**src/rtl/display_mode_ctrl.sv**
```systemverilog
`default_nettype none
// ============================================================================
// Module   : display_mode_ctrl
// Brief    : Debounced keypad control of display mode and threshold; requests
//            are committed to the outputs only inside camera vertical blanking.
// Revision : 1.0
// ============================================================================
module display_mode_ctrl #(
  parameter int DEBOUNCE_CYCLES = 50000,
  parameter int BLANK_WAIT      = 50,
  parameter int THRESH_STEP     = 8,
  parameter int THRESH_INIT     = 128
) (
  input  logic       iClk,
  input  logic       iRst_n,
  input  logic       iFval,
  input  logic       iKey_next,
  input  logic       iKey_prev,
  input  logic       iKey_up,
  input  logic       iKey_down,
  output logic [2:0] oSelect,
  output logic [7:0] oThreshold,
  output logic       oSwitch_pulse,
  output logic       oPending
);

  localparam int DB_W = (DEBOUNCE_CYCLES > 1) ? $clog2(DEBOUNCE_CYCLES) : 1;
  localparam int BL_W = (BLANK_WAIT > 1) ? $clog2(BLANK_WAIT) : 1;

  localparam logic [DB_W-1:0] c_DB_LAST = DB_W'(DEBOUNCE_CYCLES - 1);
  localparam logic [BL_W-1:0] c_BL_LAST = BL_W'(BLANK_WAIT - 1);
  localparam logic [8:0]      c_STEP9   = 9'(THRESH_STEP);
  localparam logic [7:0]      c_STEP8   = 8'(THRESH_STEP);
  localparam logic [7:0]      c_THR0    = 8'(THRESH_INIT);

  localparam logic [1:0] c_HOLD  = 2'd0;
  localparam logic [1:0] c_RUN   = 2'd1;
  localparam logic [1:0] c_BLANK = 2'd2;

  // Key order: [0]=next, [1]=prev, [2]=up, [3]=down
  logic [3:0] w_key_raw;
  logic [3:0] w_press;

  assign w_key_raw = {iKey_down, iKey_up, iKey_prev, iKey_next};

  for (genvar k = 0; k < 4; k++) begin : g_key
    logic            meta_q;
    logic            sync_q;
    logic            acc_q;
    logic            press_q;
    logic [DB_W-1:0] cnt_q;
    logic            w_flip;

    // Accepted level flips on the DEBOUNCE_CYCLES-th consecutive differing cycle
    assign w_flip = (sync_q != acc_q) && (cnt_q == c_DB_LAST);

    always_ff @(posedge iClk) begin
      if (!iRst_n) begin
        meta_q  <= 1'b1;
        sync_q  <= 1'b1;
        acc_q   <= 1'b1;
        press_q <= 1'b0;
        cnt_q   <= '0;
      end else begin
        meta_q  <= w_key_raw[k];
        sync_q  <= meta_q;
        press_q <= w_flip && acc_q;
        if (sync_q == acc_q) begin
          cnt_q <= '0;
        end else if (w_flip) begin
          cnt_q <= '0;
          acc_q <= sync_q;
        end else begin
          cnt_q <= cnt_q + DB_W'(1);
        end
      end
    end

    assign w_press[k] = press_q;
  end

  logic w_ev_next;
  logic w_ev_prev;
  logic w_ev_up;
  logic w_ev_down;

  // Opposing keys landing in the same cycle cancel each other
  assign w_ev_next = w_press[0] & ~w_press[1];
  assign w_ev_prev = w_press[1] & ~w_press[0];
  assign w_ev_up   = w_press[2] & ~w_press[3];
  assign w_ev_down = w_press[3] & ~w_press[2];

  logic [2:0] rReq_q, rReq_d;
  logic [7:0] rThr_q, rThr_d;
  logic [8:0] w_thr_sum;

  assign w_thr_sum = {1'b0, rThr_q} + c_STEP9;

  always_comb begin
    rReq_d = rReq_q;
    if (w_ev_next) begin
      rReq_d = (rReq_q == 3'd5) ? 3'd1 : rReq_q + 3'd1;
    end else if (w_ev_prev) begin
      rReq_d = (rReq_q == 3'd1) ? 3'd5 : rReq_q - 3'd1;
    end

    rThr_d = rThr_q;
    if (w_ev_up) begin
      rThr_d = w_thr_sum[8] ? 8'hFF : w_thr_sum[7:0];
    end else if (w_ev_down) begin
      rThr_d = ({1'b0, rThr_q} < c_STEP9) ? 8'h00 : rThr_q - c_STEP8;
    end
  end

  logic [1:0]      st_q, st_d;
  logic [BL_W-1:0] bcnt_q, bcnt_d;
  logic            w_commit;

  // HOLD after a commit keeps a second commit out of the same blanking gap
  always_comb begin
    st_d     = st_q;
    bcnt_d   = bcnt_q;
    w_commit = 1'b0;
    case (st_q)
      c_HOLD: begin
        if (iFval) st_d = c_RUN;
      end
      c_RUN: begin
        if (!iFval) begin
          st_d   = c_BLANK;
          bcnt_d = '0;
        end
      end
      c_BLANK: begin
        if (iFval) begin
          st_d = c_RUN;
        end else if (bcnt_q == c_BL_LAST) begin
          w_commit = 1'b1;
          st_d     = c_HOLD;
          bcnt_d   = '0;
        end else begin
          bcnt_d = bcnt_q + BL_W'(1);
        end
      end
      default: begin
        st_d   = c_HOLD;
        bcnt_d = '0;
      end
    endcase
  end

  always_ff @(posedge iClk) begin
    if (!iRst_n) begin
      st_q          <= c_HOLD;
      bcnt_q        <= '0;
      rReq_q        <= 3'd1;
      rThr_q        <= c_THR0;
      oSelect       <= 3'd1;
      oThreshold    <= c_THR0;
      oSwitch_pulse <= 1'b0;
      oPending      <= 1'b0;
    end else begin
      st_q     <= st_d;
      bcnt_q   <= bcnt_d;
      rReq_q   <= rReq_d;
      rThr_q   <= rThr_d;
      oPending <= (rReq_q != oSelect) || (rThr_q != oThreshold);
      if (w_commit) begin
        oSelect       <= rReq_q;
        oThreshold    <= rThr_q;
        oSwitch_pulse <= (rReq_q != oSelect) || (rThr_q != oThreshold);
      end else begin
        oSwitch_pulse <= 1'b0;
      end
    end
  end

endmodule
`default_nettype wire

```
**config.mk**
```make
export PLATFORM = sky130hd
export DESIGN_NAME = display_mode_ctrl
export DESIGN_NICKNAME = d
export VERILOG_FILES = /design/src/rtl/display_mode_ctrl.sv
export SDC_FILE = /design/constraint.sdc
export NUM_CORES = 1
export LEC_CHECK = 0
export CORE_MARGIN = 4
export CORE_UTILIZATION = 45
export DETAILED_ROUTE_END_ITERATION = 7
export GPL_TIMING_DRIVEN = 1
export PLACE_DENSITY_LB_ADDON = 0.1
export SYNTH_ARGS = -nofsm -noshare
export SYNTH_HDL_FRONTEND = slang
export SYNTH_SLANG_ARGS = --single-unit
```
**constraint.sdc**
```tcl
create_clock -name iClk -period 2.93 [get_ports iClk]
set_input_delay 0.586 -clock iClk [delete_from_list [all_inputs] [get_ports iClk]]
set_output_delay 0.586 -clock iClk [all_outputs]
set_load 0.01 [all_outputs]
```
==> impl_metrics.yaml <==
drt:
  topRoutingLayerUsed: "met4"
  drt_iter0_drc: 154
  drt-met1-wl_mm: 4.36
  drc: 0
  wire_per_inst_um: 12.1
  firstDrtPassIters: 4
  vias: 3679
  wl_met3_um: 244
  wl_met2_mm: 3.92
  wirelength_mm: 8.64
  final_antenna_net_count: 0
  via_per_inst: 5.13
setup_path:
  worstSetupEndpointType: "flop"
  r2r_end: "g_key[3].cnt_q[10]"
  reg2regPathDepth: 5
  r2r_start: "g_key[3].cnt_q[0]"
  critPathRequiredTime_ns: 3.17
  r2r_slack_ns: 0.83
  arrival_ns: 2.34
  worstSetupPathType: "flop to flop"
  path_max_fanout: 16
  startpoint_type: "flop"
floorplan:
  coreArea_um2: 10500
  initial_core_util_pct: 47.0
  fp.dieH_um: 113
  die-area_um2: 12700
  rows: 37
  boundaryPins: 20
  die_w_um: 113
pwr:
  power_density_nw_per_um2: 460
  power.leakage_nw: 1.77
  peakVddDrop_v: 0.000292
finish:
  nFillCells: 997
  area_growth_pct: 10.1
  num_antenna_cells: 0
  drive_above_1_share_pct: 5.51
  multiInputGateArea_um2: 2570
  fin_area_um2: 5440
  seqCellArea_um2: 2160
  fin_nets: 597
grt:
  grt.total_usage_pct: 14.1
  grt.overflow.total: 0
  grt_pass1_vias: 3455
  grt_antenna_before_repair: 0
  grt_pass1_wl_mm: 15.2
  grt_max_degree: 24
timing:
  hold_viol_final: 0
  finalSetupTns_ns: 0
  drv_slew: 0
  slew_headroom_pct: 51.9
  setup_violations: 0
  rsz0062_at_grt: "false"
  finalCritPeriodShare_pct: 71.6
  max_freq_ghz: 0.477
  period_minus_slack_ns: 2.10
  worst-slew-pin-transition_ns: 0.721
  fin_skew_ns: 0.00979
synth:
  netlist_top_cells_area: "dfxtp_1 (44%), xnor2_1 (8.9%), nor2_1 (6.8%)"
  netlist_area_um2: 4940
  syn_inst: 562
  ys_ff_latch: 108
  async_reset_ff_share_pct: 0
  synth_commonest_cells: "dfxtp_1 (108), nor2_1 (89), xnor2_1 (50)"
  synthDistinctLibCells: 52
  synth_ff_type: "dfxtp_1"
  yosysTopAreaCell: "dfxtp_1"
  ys_seq_area_share_pct: 43.8
  yosysMostFrequentCell: "dfxtp_1"
  yosys_warnings: 0
  synth_edf_count: 0
  synth.avg_cell_area_um2: 8.79
  yosysTopAreaCellShare_pct: 43.8
  syn_nets: 583
placed_design:
  dp_hpwl_mm: 6.03
  io_buffers: 19
  place.gp.congestion: 0.799
  post_dp_cell_area_um2: 5220
clocking:
  cts_root_buffer: "clkbuf_8"
  cts_tree: "built"
  clkTransAtPathRegs_ns: 0.10
  tritoncts.num_buffers: 9
  htreeDepth: 3
  clkLatencyLatePin_ns: 0.37
  cts_sinks: 108
  post_cts_resized: 0
  cts_setup_buffers: 0
  ctsHoldBuffers: 0
  cts_buffer_depth: 2
hold_path:
  hp-class: "flop to flop"
  hold-path-endpoint: "g_key[1].sync_q"
  hold_path_depth: 1
  hold_path_startpoint: "g_key[1].meta_q"
status:
  run_status: "finished clean"
job:
  maxCapViolCount: 0
## cells in the final DEF (no fill, tap or decap), drive strengths merged, types with 4 or more instances in the layout
cell type,netlist,final
clkbuf,12,10
ha,14,14
nand2,34,34
nand2b,10,10
nand4,17,17
xnor2,50,50
nor4,19,19
inv,28,28
dfxtp,108,108
o21ai,11,11
nor3,24,24
xor2,17,17
mux2i,13,13
nor2,89,89
o211ai,5,5
or3,4,4
nand3,32,32
a21oi,19,19
or2,4,4
or4,4,4
clkdlybuf4s50,0,19
nor2b,6,6
## worst max-delay path by stage
stage                             from                 end  slack [ns]  cells past startpoint
finish               g_key[3].cnt_q[0]  g_key[3].cnt_q[10]        0.83                      5
global route         g_key[3].cnt_q[0]  g_key[3].cnt_q[10]        0.60                      5
CTS                  g_key[3].cnt_q[0]  g_key[3].cnt_q[10]        0.79                      5
detailed placement              iRst_n  g_key[1].cnt_q[15]        0.60                      4
global placement                iRst_n  g_key[1].cnt_q[14]        0.69                      4
floorplan           g_key[0].cnt_q[11]  g_key[0].cnt_q[10]        1.13                      5
## where the power goes
| part | internal (W) | switching (W) | total (W) |
|---|---|---|---|
| clock | 0.000482 | 0.000495 | 0.000977 |
| sequential | 0.00147 | 0.00000567 | 0.00148 |
| combinational | 0.0000185 | 0.0000270 | 0.0000455 |
| total | 0.00197 | 0.000528 | 0.00250 |
## stage by stage
step | instances | hold WS [ns] | setup slack, ns | power, W | utilization [%]
finish | 717 | 0.415 | 0.833 | 0.00250 | 51.7
global route | 717 | 0.435 | 0.601 | 0.00260 | 51.7
CTS | 717 | 0.417 | 0.792 | 0.00255 | 51.7
detailed placement | 701 | 0.391 | 0.597 | 0.00156 | 49.7
global placement | 701 | 0.389 | 0.685 | 0.00156 | 49.7
floorplan | 562 | 0.386 | 1.13 | 0.00155 | -
## worst max-delay path, cell delays in order (launching register included)
cell      delay [ns]
dfxtp_1         0.38
ha_1            0.20
nand3_1         0.26
or3_1           0.46
o211ai_2        0.55
nor2_1          0.13
## flip-flops by register name, indices dropped and copies added, names as in the netlist
signal	count
g_key.cnt_q	64
g_key.press_q	4
g_key.meta_q	4
st_q	2
bcnt_q	6
oThreshold	6
rThr_q	6
oPending	1
rReq_q	3
oSelect	3
oSwitch_pulse	1
g_key.acc_q	4
g_key.sync_q	4
## per-layer routing
layer,track usage [%],vias up
li1,-,1958
met1,18.2,1679
met2,22.9,33
met3,3.48,9
met4,5.21,0
met5,0,-
## cells by family after synthesis
logic type	synth area share, %
xor gates and xnor gates	11.9
DFF	43.8
buffers and inverters	4.18
and+or+nand+nor	27.6
muxes	2.63
AOI/OAI and AO/OA	6.38
adders and majority gates	3.55
## cell type report
class / count / area share (%)
clock buffer: 10 / 2.35
clock inverter: 6 / 1.63
inverter: 28 / 1.93
multi-input combinational: 407 / 47.3
sequential: 108 / 39.8
tap: 136 / 3.13
timing repair buffer: 22 / 3.91
Power figures use the tool's default switching activity.
